[src/rtl/bp_ghr_ctrl.sv]
// Global-history controller for a gshare predictor: speculative/architectural GHR,
// in-flight branch queue, counter-table update port and mispredict history repair.
module bp_ghr_ctrl #(
  parameter int unsigned GHR_WIDTH   = 8,
  parameter int unsigned QUEUE_DEPTH = 4,
  parameter int unsigned PC_WIDTH    = 32
) (
  input  logic                 clk,
  input  logic                 rst,
  input  logic                 predict_valid,
  input  logic [PC_WIDTH-1:0]  predict_pc,
  input  logic                 is_taken_in,
  output logic                 predict_ready,
  output logic [GHR_WIDTH-1:0] index,
  input  logic                 resolve_valid,
  input  logic                 resolve_taken,
  input  logic                 flush,
  output logic                 is_last_branch,
  output logic                 is_last_taken,
  output logic [GHR_WIDTH-1:0] last_index,
  output logic                 mispredict
);

  localparam int unsigned PtrW = $clog2(QUEUE_DEPTH);
  localparam logic [PtrW:0] CntFull = (PtrW+1)'(QUEUE_DEPTH);

  logic [GHR_WIDTH-1:0]   spec_ghr_q, spec_ghr_d;
  logic [GHR_WIDTH-1:0]   arch_ghr_q, arch_ghr_d;
  logic [GHR_WIDTH-1:0]   q_index_q [QUEUE_DEPTH];
  logic [QUEUE_DEPTH-1:0] q_pred_q;
  logic [PtrW-1:0]        head_q, tail_q;
  logic [PtrW:0]          count_q;
  logic                   push, pop, mis, clear;
  logic                   unused_pc;

  assign unused_pc = ^{predict_pc[PC_WIDTH-1:GHR_WIDTH+2], predict_pc[1:0]};

  assign predict_ready = (count_q != CntFull);
  assign index         = spec_ghr_q ^ predict_pc[GHR_WIDTH+1:2];
  assign push          = predict_valid && predict_ready;
  assign pop           = resolve_valid && (count_q != '0);
  assign mis           = pop && (resolve_taken != q_pred_q[head_q]);
  assign clear         = flush || mis;

  // Flush and mispredict both restore from the post-resolve architectural history.
  always_comb begin
    arch_ghr_d = arch_ghr_q;
    if (pop) arch_ghr_d = {arch_ghr_q[GHR_WIDTH-2:0], resolve_taken};
    spec_ghr_d = spec_ghr_q;
    if (clear) begin
      spec_ghr_d = arch_ghr_d;
    end else if (push) begin
      spec_ghr_d = {spec_ghr_q[GHR_WIDTH-2:0], is_taken_in};
    end
  end

  always_ff @(posedge clk or negedge rst) begin
    if (!rst) begin
      spec_ghr_q <= '0;
      arch_ghr_q <= '0;
    end else begin
      spec_ghr_q <= spec_ghr_d;
      arch_ghr_q <= arch_ghr_d;
    end
  end

  always_ff @(posedge clk or negedge rst) begin
    if (!rst) begin
      for (int i = 0; i < QUEUE_DEPTH; i++) q_index_q[i] <= '0;
      q_pred_q <= '0;
      head_q   <= '0;
      tail_q   <= '0;
      count_q  <= '0;
    end else if (clear) begin
      head_q  <= '0;
      tail_q  <= '0;
      count_q <= '0;
    end else begin
      if (push) begin
        q_index_q[tail_q] <= index;
        q_pred_q[tail_q]  <= is_taken_in;
        tail_q            <= tail_q + PtrW'(1);
      end
      if (pop) head_q <= head_q + PtrW'(1);
      count_q <= count_q + (PtrW+1)'(push) - (PtrW+1)'(pop);
    end
  end

  always_ff @(posedge clk or negedge rst) begin
    if (!rst) begin
      is_last_branch <= 1'b0;
      is_last_taken  <= 1'b0;
      last_index     <= '0;
      mispredict     <= 1'b0;
    end else begin
      is_last_branch <= pop;
      is_last_taken  <= pop && resolve_taken;
      last_index     <= pop ? q_index_q[head_q] : '0;
      mispredict     <= mis;
    end
  end

endmodule

[config.mk]
export PLATFORM = sky130hd
export DESIGN_NAME = bp_ghr_ctrl
export DESIGN_NICKNAME = d
export VERILOG_FILES = /design/src/rtl/bp_ghr_ctrl.sv
export SDC_FILE = /design/constraint.sdc
export NUM_CORES = 1
export LEC_CHECK = 0
export BUFFER_PORTS_ARGS = -buffer_cell sky130_fd_sc_hd__buf_2
export CAP_MARGIN = 20
export CORE_MARGIN = 3
export CORE_UTILIZATION = 50
export CTS_CLUSTER_SIZE = 8
export DETAILED_ROUTE_END_ITERATION = 7
export HOLD_SLACK_MARGIN = 0.12
export PLACE_DENSITY = 0.72
export SLEW_MARGIN = 30
export SYNTH_ARGS = -nofsm -noshare
export SYNTH_HDL_FRONTEND = slang
export SYNTH_SLANG_ARGS = --single-unit
[constraint.sdc]
create_clock -name clk -period 2.6 [get_ports clk]
set_clock_uncertainty 0.15 [all_clocks]
set_input_delay 0.39 -clock clk [delete_from_list [all_inputs] [get_ports clk]]
set_output_delay 0.39 -clock clk [all_outputs]
set_load 0.03 [all_outputs]
# Word-level counts from Yosys, hierarchy flattened
# Index checks and enable logic that the tools add are counted.
[word_totals] ff_bits=70 in_bits=39 out_inout_bits=20 elab_cells=61
[classes] n_lt_le_gt_ge=6 bitwise_logic=4 muxes=20 eq_ne=2 add_sub_neg=4 n_reduce_logical=11
[ops] op="two-way mux 8 bit" count=7
[ops] op="bitwise mux 32 bit" count=1
[ops] op="binary-select mux 8 bit (select 2 bit)" count=1
[ops] op="demux 8 bit (select 2 bit)" count=1
[ops] op="two-way mux 2 bit" count=4
[ops] op="bitwise XOR 8 bit" count=1
[ops] op="greater-or-equal comparator 3 bit, second input constant" count=2
[ops] op="logical AND 1 bit" count=6
[ops] op="less-than comparator 2 x 3 -> 1 bit, second input constant" count=2
[ops] op="NOT 2 -> 3 bit" count=2
[ops] op="adder 2 x 1 -> 2 bit, second input constant" count=2
[ops] op="bitwise mux 4 bit" count=1
[ops] op="nonzero test 2 bit" count=2
[ops] op="adder 3 x 1 -> 3 bit" count=1
[ops] op="less-than comparator 3 x 1 -> 1 bit, second input constant" count=1
[ops] op="two-way mux 3 bit" count=1
[ops] op="inequality test 3 bit, second input constant" count=1
[ops] op="nonzero test 3 bit" count=1
[ops] op="subtractor 3 x 1 -> 3 bit" count=1
[ops] op="binary-select mux 1 bit (select 2 bit)" count=1
[ops] op="demux 1 bit (select 2 bit)" count=1
[ops] op="greater-or-equal comparator 2 x 1 -> 1 bit, second input constant" count=1
[ops] op="two-way mux 1 bit" count=2
[ops] op="AND reduction 2 bit" count=1
[ops] op="other kinds (3)" count=3

# Logic depth before layout (Yosys ltp)
# Gate-level depths: netlist of the first run.
[depth] depth_word=7 ltp_mapped=11 mapped_depth_nobuf=9

# Worst setup path after synthesis of the first run
# OpenSTA, ideal clock, no wires.
[synth_path] kind="reg2reg" startpoint="register count_q[1]" endpoint="register count_q[2]" arrival_ns=2.396 t_required_ns=2.315 slack_ns=-0.081 path_stages_with_launch=12 path_buffers=2 period_less_slack_ns=2.681 path_cell_list="dfrtp_1 > or3b_1 > clkbuf_1 > nand2_1 > buf_4 > xnor2_1 > ha_1 > inv_1 > fa_1 > xor2_1 > xnor2_1 > nor2_1"
[synth_between] elab_chain_cells=5 elab_cells_between_ends=9 classes_between="add/sub: 2; eq/ne: 1; mux: 1; reduce/logical: 5"
[synth_lines] element="from (decl)" line="32" text="logic [PtrW:0] count_q;"
[synth_lines] element="from (signal assigned)" line="85" text="count_q <= count_q + (PtrW+1)'(push) - (PtrW+1)'(pop);"
[synth_lines] element="inequality test 3 bit" line="38" text="assign predict_ready = (count_q != CntFull);"
[synth_lines] element="via predict_ready" line="13" text="output logic predict_ready,"
[synth_lines] element="logical AND 1 bit" line="40" text="assign push = predict_valid && predict_ready;"
[synth_lines] element="adder 3 x 1 -> 3 bit" line="85"
[synth_lines] element="subtractor 3 x 1 -> 3 bit" line="85"
[synth_lines] element="two-way mux 3 bit" line="74" text="end else if (clear) begin"
# The timed path passes the listed nets, and every way through them passes these cells.
# A chain may end at the register's enable or synchronous reset.

# Worst setup path after layout of the first run
[layout_path] startpoint="register count_q[1]" endpoint="register count_q[2]"
[layout_between] elab_chain_cells=5 elab_cells_between_ends=9 classes_between="add/sub: 2; eq/ne: 1; mux: 1; reduce/logical: 5"
[layout_lines] element="inequality test 3 bit or nonzero test 3 bit (tied branches)" line="38, 41"
[layout_lines] element="logical AND 1 bit, on equally long branches" line="40, 41"
[layout_lines] element="adder 3 x 1 -> 3 bit or logical AND 1 bit (tied branches)" line="85, 42"
[layout_lines] element="subtractor 3 x 1 -> 3 bit or logical OR 1 bit (tied branches)" line="85, 43"
[layout_lines] element="two-way mux 3 bit (*)" line="74"
# Mark *: on every way between the ends. The rest lies on a longest branch, timed or not.

==> results of run 1 <==
==> registers in the layout (all words and copies together) (netlist names) <==
signal	cells
arch_ghr_q	8
count_q	3
head_q	2
is_last_branch	1
is_last_taken	1
last_index	8
mispredict	1
q_index_q	32
q_pred_q	4
spec_ghr_q	8
tail_q	2
==> layout make-up <==
class,count,share of cell area (%)
clock buffers,9,3.18
well taps,77,2.47
repair buffers,45,6.94
multi-input cells,154,39.1
clock inverters,7,2.70
flip-flops and latches,70,45.0
inverters,7,0.674
==> worst paths after layout <==
check	from	to	slack, ns
setup / recovery	count_q[1]$_DFF_PN0_	count_q[2]$_DFF_PN0_	0.27
setup reg to reg	count_q[1]$_DFF_PN0_	count_q[2]$_DFF_PN0_	0.27
hold / removal	is_taken_in	q_pred_q[2]$_DFFE_PN0P_	0.16
min in group asynchronous	rst	last_index[1]$_DFF_PN0_	0.51
hold reg to reg	q_index_q[23]$_DFFE_PN0P_	q_index_q[23]$_DFFE_PN0P_	0.34
max in group asynchronous	rst	tail_q[0]$_DFFE_PN0P_	1.14
==> worst register-to-register path: cells and delay by family (launching register included) <==
family | cells | cell delay, ns
buf+inv | 1 | 0.05
simple gates | 3 | 0.56
fa+ha+maj | 2 | 0.56
xor+xnor | 3 | 0.45
flops | 1 | 0.44
==> cell usage after synthesis (all sizes together) <==
cell,count,area [sq um]
or4,5,37.5
and3,1,6.26
mux2i,7,103
nor2,8,30.0
fa,1,20.0
a311oi,2,17.5
nor2b,2,12.5
clkinv,1,3.75
nand4,4,25.0
clkbuf,4,15.0
mux2,45,510
dfrtp,70,1750
ha,5,62.6
and2,9,56.3
nor4,2,12.5
mux4,9,203
or3b,1,8.76
o221a,5,56.3
a21oi,3,15.0
nand2,20,75.1
a21o,1,7.51
buf,5,25.0
xor2,10,87.6
a31oi,5,91.3
o211ai,1,7.51
nand3,2,10.0
inv,6,22.5
o31ai,3,36.3
xnor2,3,26.3
==> per-layer routing <==
metal / GRT usage [%] / vias up / part of all wire [%]
met2: 28.8 / 43 / 48
met4: 8.93 / 0 / 2.3
met3: 3.39 / 14 / 3.2
met1: 25.2 / 1064 / 47
met5: 0 / - / 0
li1: - / 976 / -
==> report_power, final <==
part	switching [uW]	total, uW	leakage [uW]	internal (uW)
Combinational	992	1800	0.000786	813
Clock	461	1020	0.000112	555
Sequential	278	1810	0.000902	1530
==> per-stage QoR <==
stage	setup WS [ns]	power [uW]	area, sq um	hold slack [ns]	util, %
after CTS	0.239	4660	3900	0.153	60.7
after global placement	0.335	3560	3650	0.312	56.8
after global routing	0.123	4910	3900	0.185	60.7
after detailed placement	0.254	3630	3650	0.324	56.8
after floorplan	0.0472	3150	3340	-0.0556	-
final	0.272	4630	3900	0.162	60.7
==> logic make-up (layout without fill, tap and decap cells) <==
logic type	Yosys count	in the layout	synth area share, %
flip-flops	70	70	52.5
multiplexers	61	61	24.5
AND/OR/NAND/NOR	54	54	8.21
AO/OA/AOI/OAI	20	20	6.94
buffers and inverters	16	68	1.99
XOR/XNOR	13	13	3.41
adder cells (fa/ha/maj)	6	6	2.48
==> qor.json, run 1 <==
{
  "grt_pass1_wl": {"value": 10700, "unit": "um"},
  "critPathArrivalTime": {"value": 2.40, "unit": "ns"},
  "tightest_slew": {"value": 0.802, "unit": "ns"},
  "synth_seq_cells": {"value": 70},
  "synth_area_per_cell": {"value": 13.9, "unit": "sq um"},
  "final_hold_viol_count": {"value": 0},
  "fin_setup_tns": {"value": 0, "unit": "ns"},
  "crit_path_frequent_cell": {"value": "sky130_fd_sc_hd__xnor2_1"},
  "rsz0062_at_grt": {"value": "no"},
  "mostFrequentLayoutCells": {"value": "sky130_fd_sc_hd__dfrtp_1, sky130_fd_sc_hd__buf_2, sky130_fd_sc_hd__mux2_2, sky130_fd_sc_hd__nand2_1, sky130_fd_sc_hd__mux2_1"},
  "flow.area_growth_from_synthesis": {"value": 16.8, "unit": "%"},
  "hold_class": {"value": "input port to flip-flop"},
  "cp-start-kind": {"value": "flip-flop"},
  "layout_commonest_cell": {"value": "sky130_fd_sc_hd__dfrtp_1"},
  "place.gp.congestion": {"value": 0.771},
  "endpoint_kind": {"value": "flip-flop"},
  "cts_tree": {"value": "done"},
  "routed_wire_length_per_instance": {"value": 17.4, "unit": "um"},
  "num_io_pins": {"value": 59},
  "post-route-drc-count": {"value": 0},
  "chipWidth": {"value": 87.7, "unit": "um"},
  "synth_fp_nets": {"value": 285},
  "hpwlAfterDp": {"value": 4350, "unit": "um"},
  "max_cap_viol_count": {"value": 0},
  "path_depth": {"value": 9},
  "synth-warning-count": {"value": 0},
  "register_area": {"value": 1750, "unit": "sq um"},
  "vdd.ir_drop.worst": {"value": 0.622, "unit": "mV"},
  "cts-root-buf": {"value": "sky130_fd_sc_hd__clkbuf_8"},
  "r2r_cells": {"value": 9},
  "run_status": {"value": "finished clean"},
  "core_area": {"value": 6420, "unit": "sq um"},
  "clock_net_sink_count": {"value": 70},
  "grt_usage": {"value": 18.5, "unit": "%"},
  "cts_resized": {"value": 0},
  "cts.hold.buffers_added": {"value": 2},
  "placement.io_buffers": {"value": 34},
  "htreeDepth": {"value": 3},
  "drt_iter0_markers": {"value": 85},
  "die_y": {"value": 87.7, "unit": "um"},
  "initial_antenna_violation_count": {"value": 0},
  "maxClockFrequency": {"value": 430, "unit": "MHz"},
  "cellLeakagePower": {"value": 0.00180, "unit": "uW"},
  "postRouteWirelength": {"value": 6410, "unit": "um"},
  "max-slew-margin-rel": {"value": 46.5, "unit": "%"},
  "crit_slowest_cell": {"value": "sky130_fd_sc_hd__dfrtp_1"},
  "setup_viol": {"value": 0},
  "detailedRoute.firstPassIterationCount": {"value": 4},
  "grt.overflow.total": {"value": 0},
  "timing.critical_path.max_delay_family": {"value": "simple AND/OR/NAND/NOR gates"},
  "num_vias": {"value": 2097},
  "finalCritPeriodShare": {"value": 89.5, "unit": "%"},
  "drv_slew": {"value": 0},
  "multiInputGateArea": {"value": 1520, "unit": "sq um"},
  "drtAntennaViolNets": {"value": 0},
  "floorplan.die_area": {"value": 7690, "unit": "sq um"},
  "synth_cells": {"value": 240},
  "worst_ep_required_time": {"value": 2.67, "unit": "ns"},
  "drive_gt1_share": {"value": 37.7, "unit": "%"},
  "post_cts_buffers": {"value": 0},
  "synth.distinct_cells": {"value": 38},
  "finalWorstPathRequiredPeriod": {"value": 2.33, "unit": "ns"},
  "power.density": {"value": 1190, "unit": "nW/um^2"},
  "cts_inserted_buffers": {"value": 9},
  "clock_latency": {"value": 0.36, "unit": "ns"},
  "fin_nets": {"value": 332},
  "rows": {"value": 29},
  "synth_seq_area_share": {"value": 52.5, "unit": "%"},
  "cp_cell_sequence": {"value": "or3b_1 -> nand2_1 -> xnor2_1 -> ha_1 -> inv_1 -> fa_1 -> xor2_1 -> xnor2_1 -> nor2_1"},
  "placed_cells": {"value": 351},
  "pin_count_of_the_biggest_net_entering_global_routing": {"value": 37},
  "mappedNetlistArea": {"value": 3340, "unit": "sq um"},
  "path_buf_inv": {"value": 1},
  "first_global_vias": {"value": 2135},
  "critical_path_class": {"value": "flip-flop to flip-flop"},
  "clk_transition_reported_paths": {"value": 0.08, "unit": "ns"},
  "final_cells": {"value": 369},
  "cts_buffer_depth": {"value": 2},
  "n_antenna_cell": {"value": 0},
  "hold_depth": {"value": 2},
  "via_density_per_instance": {"value": 5.68},
  "initial_utilization": {"value": 51.9, "unit": "%"},
  "critPathMaxFanout": {"value": 4},
  "num-fill-cells": {"value": 511},
  "cpPeakStageDelay": {"value": 0.44, "unit": "ns"}
}
(Power assumes the default switching activity.)
==> run 2: changes to the inputs <==
--- a/config.mk
+++ b/config.mk
@@ -13,6 +13,7 @@
 export DETAILED_ROUTE_END_ITERATION = 7
 export HOLD_SLACK_MARGIN = 0.12
 export PLACE_DENSITY = 0.72
+export RECOVER_POWER = 50
 export SLEW_MARGIN = 30
 export SYNTH_ARGS = -nofsm -noshare
 export SYNTH_HDL_FRONTEND = slang
==> qor.json, run 2 (synthesis gave the netlist of run 1 again) <==
{
  "core_area": {"value": 6420, "unit": "sq um", "change": "unchanged"},
  "max_cap_viol_count": {"value": 0, "change": "unchanged"},
  "rsz0062_at_grt": {"value": "no", "change": "unchanged"},
  "mostFrequentLayoutCells": {"value": "sky130_fd_sc_hd__dfrtp_1, sky130_fd_sc_hd__mux2_2, sky130_fd_sc_hd__buf_2, sky130_fd_sc_hd__nand2_1, sky130_fd_sc_hd__mux2_1", "change": "was sky130_fd_sc_hd__dfrtp_1, sky130_fd_sc_hd__buf_2, sky130_fd_sc_hd__mux2_2, sky130_fd_sc_hd__nand2_1, sky130_fd_sc_hd__mux2_1"},
  "routed_wire_length_per_instance": {"value": 17.4, "unit": "um", "change": "about the same"},
  "initial_utilization": {"value": 51.9, "unit": "%", "change": "unchanged"},
  "fin_setup_tns": {"value": 0, "unit": "ns", "change": "unchanged"},
  "drtAntennaViolNets": {"value": 0, "change": "unchanged"},
  "fin_nets": {"value": 332, "change": "unchanged"},
  "min_from": {"value": "is_taken_in", "change": "unchanged"},
  "post_cts_buffers": {"value": 0, "change": "unchanged"},
  "critPathMaxFanout": {"value": 4, "change": "unchanged"},
  "clk_transition_reported_paths": {"value": 0.08, "unit": "ns", "change": "about the same"},
  "cts-root-buf": {"value": "sky130_fd_sc_hd__clkbuf_8", "change": "unchanged"},
  "finalCritPeriodShare": {"value": 89.7, "unit": "%", "change": "was 89.5%"},
  "worst_ep_required_time": {"value": 2.67, "unit": "ns", "change": "about the same"},
  "whs_endpoint": {"value": "q_pred_q[2]$_DFFE_PN0P_", "change": "unchanged"},
  "setup_viol": {"value": 0, "change": "unchanged"},
  "grt_pass1_wl": {"value": 10700, "unit": "um", "change": "unchanged"},
  "hold_class": {"value": "input port to flip-flop", "change": "unchanged"},
  "drive_gt1_share": {"value": 33.2, "unit": "%", "change": "was 37.7%"},
  "num_vias": {"value": 2108, "change": "was 2097"},
  "detailedRoute.firstPassIterationCount": {"value": 4, "change": "unchanged"},
  "via_density_per_instance": {"value": 5.71, "change": "was 5.68"},
  "post-route-drc-count": {"value": 0, "change": "unchanged"},
  "placement.io_buffers": {"value": 34, "change": "unchanged"},
  "cts_buffer_depth": {"value": 2, "change": "unchanged"},
  "drv_slew": {"value": 0, "change": "unchanged"},
  "pin_count_of_the_biggest_net_entering_global_routing": {"value": 37, "change": "unchanged"},
  "registers.top_by_ff_count": {"value": "q_index_q", "change": "unchanged"},
  "clock_net_sink_count": {"value": 70, "change": "unchanged"},
  "postRouteWirelength": {"value": 6430, "unit": "um", "change": "was 6410 um"},
  "first_global_vias": {"value": 2135, "change": "unchanged"},
  "vdd.ir_drop.worst": {"value": 0.620, "unit": "mV", "change": "was 0.622 mV"},
  "cellLeakagePower": {"value": 0.00174, "unit": "uW", "change": "was 0.00180 uW"},
  "hpwlAfterDp": {"value": 4350, "unit": "um", "change": "unchanged"},
  "critical_path.reg2reg.startpoint": {"value": "count_q[1]$_DFF_PN0_", "change": "unchanged"},
  "grt.overflow.total": {"value": 0, "change": "unchanged"},
  "rows": {"value": 29, "change": "unchanged"},
  "cp-start-kind": {"value": "flip-flop", "change": "unchanged"},
  "largest_reg_flops": {"value": 32, "change": "unchanged"},
  "power.density": {"value": 1190, "unit": "nW/um^2", "change": "about the same"},
  "grt_usage": {"value": 18.5, "unit": "%", "change": "unchanged"},
  "place.gp.congestion": {"value": 0.771, "change": "unchanged"},
  "run_status": {"value": "finished clean", "change": "unchanged"},
  "flow.area_growth_from_synthesis": {"value": 15.8, "unit": "%", "change": "was 16.8%"},
  "endpoint_kind": {"value": "flip-flop", "change": "unchanged"},
  "cts_inserted_buffers": {"value": 9, "change": "unchanged"},
  "worst_r2r_endpoint": {"value": "count_q[2]$_DFF_PN0_", "change": "unchanged"},
  "n_antenna_cell": {"value": 0, "change": "unchanged"},
  "maxClockFrequency": {"value": 429, "unit": "MHz", "change": "was 430 MHz"},
  "die_y": {"value": 87.7, "unit": "um", "change": "unchanged"},
  "critical_path_class": {"value": "flip-flop to flip-flop", "change": "unchanged"},
  "num_io_pins": {"value": 59, "change": "unchanged"},
  "r2r_cells": {"value": 9, "change": "unchanged"},
  "clock_latency": {"value": 0.36, "unit": "ns", "change": "about the same"},
  "initial_antenna_violation_count": {"value": 0, "change": "unchanged"},
  "num-fill-cells": {"value": 521, "change": "was 511"},
  "floorplan.die_area": {"value": 7690, "unit": "sq um", "change": "unchanged"},
  "layout_commonest_cell": {"value": "sky130_fd_sc_hd__dfrtp_1", "change": "unchanged"},
  "cts_tree": {"value": "done", "change": "unchanged"},
  "final_hold_viol_count": {"value": 0, "change": "unchanged"},
  "chipWidth": {"value": 87.7, "unit": "um", "change": "unchanged"},
  "drt_iter0_markers": {"value": 86, "change": "was 85"},
  "fin_hold_ws": {"value": 0.163, "unit": "ns", "change": "was 0.162 ns"},
  "hold_depth": {"value": 2, "change": "unchanged"},
  "timing.reg2reg.setup_slack": {"value": 0.27, "unit": "ns", "change": "about the same"},
  "finalWorstPathRequiredPeriod": {"value": 2.33, "unit": "ns", "change": "about the same"},
  "tightest_slew": {"value": 0.843, "unit": "ns", "change": "was 0.802 ns"},
  "critPathArrivalTime": {"value": 2.40, "unit": "ns", "change": "about the same"},
  "max-slew-margin-rel": {"value": 43.8, "unit": "%", "change": "was 46.5%"},
  "htreeDepth": {"value": 3, "change": "unchanged"}
}
[run 2: cell count changes in the layout (fill, tap and decap cells not counted), sizes merged]
cell and change:
clkbuf +14, clkinv +1, buf -14, inv -1
[run 2: layout make-up]
type | count | area [sq um] | area share, %
clock inverters | 7 | 105 | 2.72
flip-flops and latches | 70 | 1750 | 45.3
well taps | 77 | 96.3 | 2.49
multi-input cells | 154 | 1520 | 39.4
inverters | 7 | 26.3 | 0.680
clock buffers | 9 | 124 | 3.21
repair buffers | 45 | 238 | 6.15
[run 2: repair_timing]
| item | in CTS | in global routing |
|---|---|---|
| gates resized for setup | 0 | 0 |
| hold buffers | 2 | 0 |
| hold endpoints to repair | 35 | 0 |
| endpoints found under the setup margin | 0 | 0 |
[run 2: critical path, cell delays in order, from the launching register on]
cell and delay (ns):
sky130_fd_sc_hd__dfrtp_1 0.44, sky130_fd_sc_hd__or3b_1 0.39, sky130_fd_sc_hd__nand2_1 0.11, sky130_fd_sc_hd__xnor2_1 0.14
sky130_fd_sc_hd__ha_1 0.19, sky130_fd_sc_hd__inv_1 0.05, sky130_fd_sc_hd__fa_1 0.37, sky130_fd_sc_hd__xor2_1 0.17
sky130_fd_sc_hd__xnor2_1 0.14, sky130_fd_sc_hd__nor2_1 0.06
[run 2: report_power, final]
group | switching (uW) | internal [uW]
clock | 461 | 555
combinational | 994 | 795
sequential | 282 | 1530
total | 1740 | 2880
[run 2: worst max path at each step]
stage,start,to,cells past startpoint
after floorplan,count_q[1]$_DFF_PN0_,count_q[2]$_DFF_PN0_,11
after global placement,count_q[1]$_DFF_PN0_,count_q[2]$_DFF_PN0_,9
after detailed placement,count_q[1]$_DFF_PN0_,count_q[2]$_DFF_PN0_,9
after CTS,count_q[1]$_DFF_PN0_,count_q[2]$_DFF_PN0_,9
after global routing,count_q[1]$_DFF_PN0_,count_q[2]$_DFF_PN0_,9
final,count_q[1]$_DFF_PN0_,count_q[2]$_DFF_PN0_,9
[run 2: layer usage]
metal  vias to the layer above  track usage, %  share of wire, %
met5                         -               0                 0
met4                         0            8.93               2.3
met3                        14            3.39               3.2
met2                        45            28.8                47
met1                      1072            25.2                47
li1                        977               -                 -
[run 2: stage by stage]
stage	worst slack, ns	cell area [sq um]	utilization [%]	std cells	total power (uW)
after floorplan	0.0472	3340	-	240	3150
after global placement	0.335	3650	56.8	351	3560
after detailed placement	0.254	3650	56.8	351	3630
after CTS	0.239	3900	60.7	369	4660
after global routing	0.0654	3860	60.2	369	4890
final	0.268	3860	60.2	369	4610
==> run 3: changes to the inputs <==
--- a/config.mk
+++ b/config.mk
@@ -7,7 +7,6 @@
 export LEC_CHECK = 0
 export BUFFER_PORTS_ARGS = -buffer_cell sky130_fd_sc_hd__buf_2
 export CAP_MARGIN = 20
-export CORE_MARGIN = 3
 export CORE_UTILIZATION = 50
 export CTS_CLUSTER_SIZE = 8
 export DETAILED_ROUTE_END_ITERATION = 7
==> qor.json, run 3 (synthesis gave the netlist of run 1 again) <==
{
  "tightest_slew": {"value": 1.52, "unit": "ns", "change": "was 0.843 ns"},
  "post-route-drc-count": {"value": 0, "change": "unchanged"},
  "timing.reg2reg.setup_slack": {"value": 0.30, "unit": "ns", "change": "was 0.27 ns"},
  "num_vias": {"value": 2052, "change": "was 2108"},
  "postRouteWirelength": {"value": 6220, "unit": "um", "change": "was 6430 um"},
  "place.gp.congestion": {"value": 0.779, "change": "was 0.771"},
  "grt_usage": {"value": 20.3, "unit": "%", "change": "was 18.5%"},
  "rows": {"value": 29, "change": "unchanged"},
  "routed_wire_length_per_instance": {"value": 16.9, "unit": "um", "change": "was 17.4 um"},
  "fin_setup_tns": {"value": 0, "unit": "ns", "change": "unchanged"},
  "maxClockFrequency": {"value": 435, "unit": "MHz", "change": "was 429 MHz"},
  "drv_slew": {"value": 71, "change": "was 0"},
  "max_cap_viol_count": {"value": 1, "change": "was 0"},
  "registers.top_by_ff_count": {"value": "q_index_q", "change": "unchanged"},
  "cts_inserted_buffers": {"value": 9, "change": "unchanged"},
  "cts-root-buf": {"value": "sky130_fd_sc_hd__clkbuf_8", "change": "unchanged"},
  "crit_slowest_cell": {"value": "sky130_fd_sc_hd__dfrtp_1", "change": "unchanged"},
  "setup_viol": {"value": 0, "change": "unchanged"},
  "finalCritPeriodShare": {"value": 88.3, "unit": "%", "change": "was 89.7%"},
  "drtAntennaViolNets": {"value": 0, "change": "unchanged"},
  "cts_tree": {"value": "done", "change": "unchanged"},
  "vdd.ir_drop.worst": {"value": 0.743, "unit": "mV", "change": "was 0.620 mV"},
  "crit_path_frequent_cell": {"value": "sky130_fd_sc_hd__xnor2_1", "change": "unchanged"},
  "endpoint_kind": {"value": "flip-flop", "change": "unchanged"},
  "cpPeakStageDelay": {"value": 0.45, "unit": "ns", "change": "was 0.44 ns"},
  "detailedPlace.worstSlack": {"value": 0.321, "unit": "ns", "change": "was 0.254 ns"},
  "via_density_per_instance": {"value": 5.58, "change": "was 5.71"},
  "cellLeakagePower": {"value": 0.00175, "unit": "uW", "change": "was 0.00174 uW"},
  "initial_utilization": {"value": 52.2, "unit": "%", "change": "was 51.9%"},
  "num-fill-cells": {"value": 529, "change": "was 521"},
  "r2r_cells": {"value": 9, "change": "unchanged"},
  "n_antenna_cell": {"value": 0, "change": "unchanged"},
  "core_area": {"value": 6390, "unit": "sq um", "change": "was 6420 sq um"},
  "hpwlAfterDp": {"value": 4050, "unit": "um", "change": "was 4350 um"},
  "hold_class": {"value": "input port to flip-flop", "change": "unchanged"},
  "hold_depth": {"value": 2, "change": "unchanged"},
  "clk_transition_reported_paths": {"value": 0.08, "unit": "ns", "change": "about the same"},
  "postLayoutSetupSlackWorst": {"value": 0.303, "unit": "ns", "change": "was 0.268 ns"},
  "fin_nets": {"value": 331, "change": "was 332"},
  "pin_count_of_the_biggest_net_entering_global_routing": {"value": 71, "change": "was 37"},
  "drt_iter0_markers": {"value": 97, "change": "was 86"},
  "mostFrequentLayoutCells": {"value": "sky130_fd_sc_hd__dfrtp_1, sky130_fd_sc_hd__mux2_2, sky130_fd_sc_hd__buf_2, sky130_fd_sc_hd__nand2_1, sky130_fd_sc_hd__mux2_1", "change": "unchanged"},
  "cts_resized": {"value": 0, "change": "unchanged"},
  "rsz0062_at_grt": {"value": "no", "change": "unchanged"},
  "power.density": {"value": 1170, "unit": "nW/um^2", "change": "was 1190 nW/um^2"},
  "max-slew-margin-rel": {"value": -1.38, "unit": "%", "change": "was 43.8%"},
  "failed_checks": {"value": "capacitance limit, slew limit"},
  "critPathMaxFanout": {"value": 4, "change": "unchanged"},
  "postLayoutCoreUtil": {"value": 60.2, "unit": "%", "change": "about the same"},
  "post_cts_buffers": {"value": 0, "change": "unchanged"},
  "clock_latency": {"value": 0.35, "unit": "ns", "change": "was 0.36 ns"},
  "die_y": {"value": 83.7, "unit": "um", "change": "was 87.7 um"},
  "critPathArrivalTime": {"value": 2.37, "unit": "ns", "change": "was 2.40 ns"},
  "cts_buffer_depth": {"value": 2, "change": "unchanged"},
  "num_io_pins": {"value": 59, "change": "unchanged"},
  "worst_ep_required_time": {"value": 2.67, "unit": "ns", "change": "about the same"},
  "largest_reg_flops": {"value": 32, "change": "unchanged"},
  "floorplan.die_area": {"value": 7000, "unit": "sq um", "change": "was 7690 sq um"},
  "flow.area_growth_from_synthesis": {"value": 15.2, "unit": "%", "change": "was 15.8%"},
  "placement.io_buffers": {"value": 34, "change": "unchanged"},
  "detailedRoute.firstPassIterationCount": {"value": 5, "change": "was 4"},
  "first_global_vias": {"value": 2045, "change": "was 2135"},
  "cp_cell_sequence": {"value": "or3b_1 -> nand2_1 -> xnor2_1 -> ha_1 -> inv_1 -> fa_1 -> xor2_1 -> xnor2_1 -> nor2_1", "change": "unchanged"},
  "cp-start-kind": {"value": "flip-flop", "change": "unchanged"},
  "drive_gt1_share": {"value": 34.4, "unit": "%", "change": "was 33.2%"},
  "clock_net_sink_count": {"value": 70, "change": "unchanged"},
  "final_hold_viol_count": {"value": 0, "change": "unchanged"},
  "finalWorstPathRequiredPeriod": {"value": 2.30, "unit": "ns", "change": "was 2.33 ns"},
  "run_status": {"value": "complete, but fails checks", "change": "was finished clean"},
  "layout_commonest_cell": {"value": "sky130_fd_sc_hd__dfrtp_1", "change": "unchanged"},
  "grt_pass1_wl": {"value": 10600, "unit": "um", "change": "was 10700 um"},
  "htreeDepth": {"value": 3, "change": "unchanged"},
  "grt.overflow.total": {"value": 0, "change": "unchanged"},
  "power": {"value": 4480, "unit": "uW", "change": "was 4610 uW"},
  "initial_antenna_violation_count": {"value": 0, "change": "unchanged"},
  "critical_path_class": {"value": "flip-flop to flip-flop", "change": "unchanged"},
  "chipWidth": {"value": 83.7, "unit": "um", "change": "was 87.7 um"}
}
-- run 3: changes by cell type in the layout (fill, tap and decap cells not counted), moves of 2 or more --
cell                       before  now
sky130_fd_sc_hd__buf_2         22   26
sky130_fd_sc_hd__clkbuf_1      12    9
sky130_fd_sc_hd__clkbuf_2       2    0
sky130_fd_sc_hd__clkbuf_8       9   11
sky130_fd_sc_hd__clkinv_2       0    2
sky130_fd_sc_hd__inv_6          2    0
-- run 3: repair_timing --
action / CTS / global route
endpoints found under the hold margin: 71 / 0
hold buffers: 2 / 0
setup endpoints to repair: 0 / 0
-- run 3: worst paths after layout --
| kind | to | startpoint |
|---|---|---|
| max | count_q[2]$_DFF_PN0_ | count_q[1]$_DFF_PN0_ |
| min | q_pred_q[0]$_DFFE_PN0P_ | is_taken_in |
| max reg2reg | count_q[2]$_DFF_PN0_ | count_q[1]$_DFF_PN0_ |
| min reg2reg | q_index_q[23]$_DFFE_PN0P_ | q_index_q[23]$_DFFE_PN0P_ |
| max in group asynchronous | q_index_q[5]$_DFFE_PN0P_ | rst |
| min in group asynchronous | last_index[0]$_DFF_PN0_ | rst |
-- run 3: per-stage QoR --
| step | hold WS (ns) | cells | area [sq um] |
|---|---|---|---|
| detailed placement | 0.294 | 350 | 3640 |
| global route | 0.194 | 368 | 3840 |
| floorplan | -0.0556 | 240 | 3340 |
| global placement | 0.295 | 350 | 3640 |
| finish | 0.184 | 368 | 3840 |
| CTS | 0.175 | 368 | 3870 |
-- run 3: layer usage --
metal / vias up / share of wire, % / track usage (%)
met5: - / 0 / 0
met4: 0 / 1.3 / 7.40
met3: 8 / 3.4 / 5.04
met2: 38 / 49 / 31.9
met1: 1036 / 47 / 27.5
li1: 970 / - / -
-- run 3: area by class of cell --
type / instances / area (sq um) / share of cell area, %
flip-flops and latches: 70 / 1750 / 45.6
multi-input cells: 154 / 1520 / 39.6
repair buffers: 44 / 236 / 6.15
clock buffers: 11 / 151 / 3.94
well taps: 77 / 96.3 / 2.51
clock inverters: 5 / 57.6 / 1.50
inverters: 7 / 26.3 / 0.684
-- run 3: worst max-delay path: cells and delay by family, from the launching register on --
family | cells | cell delay, ns
xor gates and xnor gates | 3 | 0.45
adders and majority gates | 2 | 0.54
buffers and inverters | 1 | 0.05
DFF | 1 | 0.45
and+or+nand+nor | 3 | 0.55
-- run 3: power by group --
group / switching, uW / internal, uW
clock: 412 / 495
combinational: 984 / 798
sequential: 267 / 1530
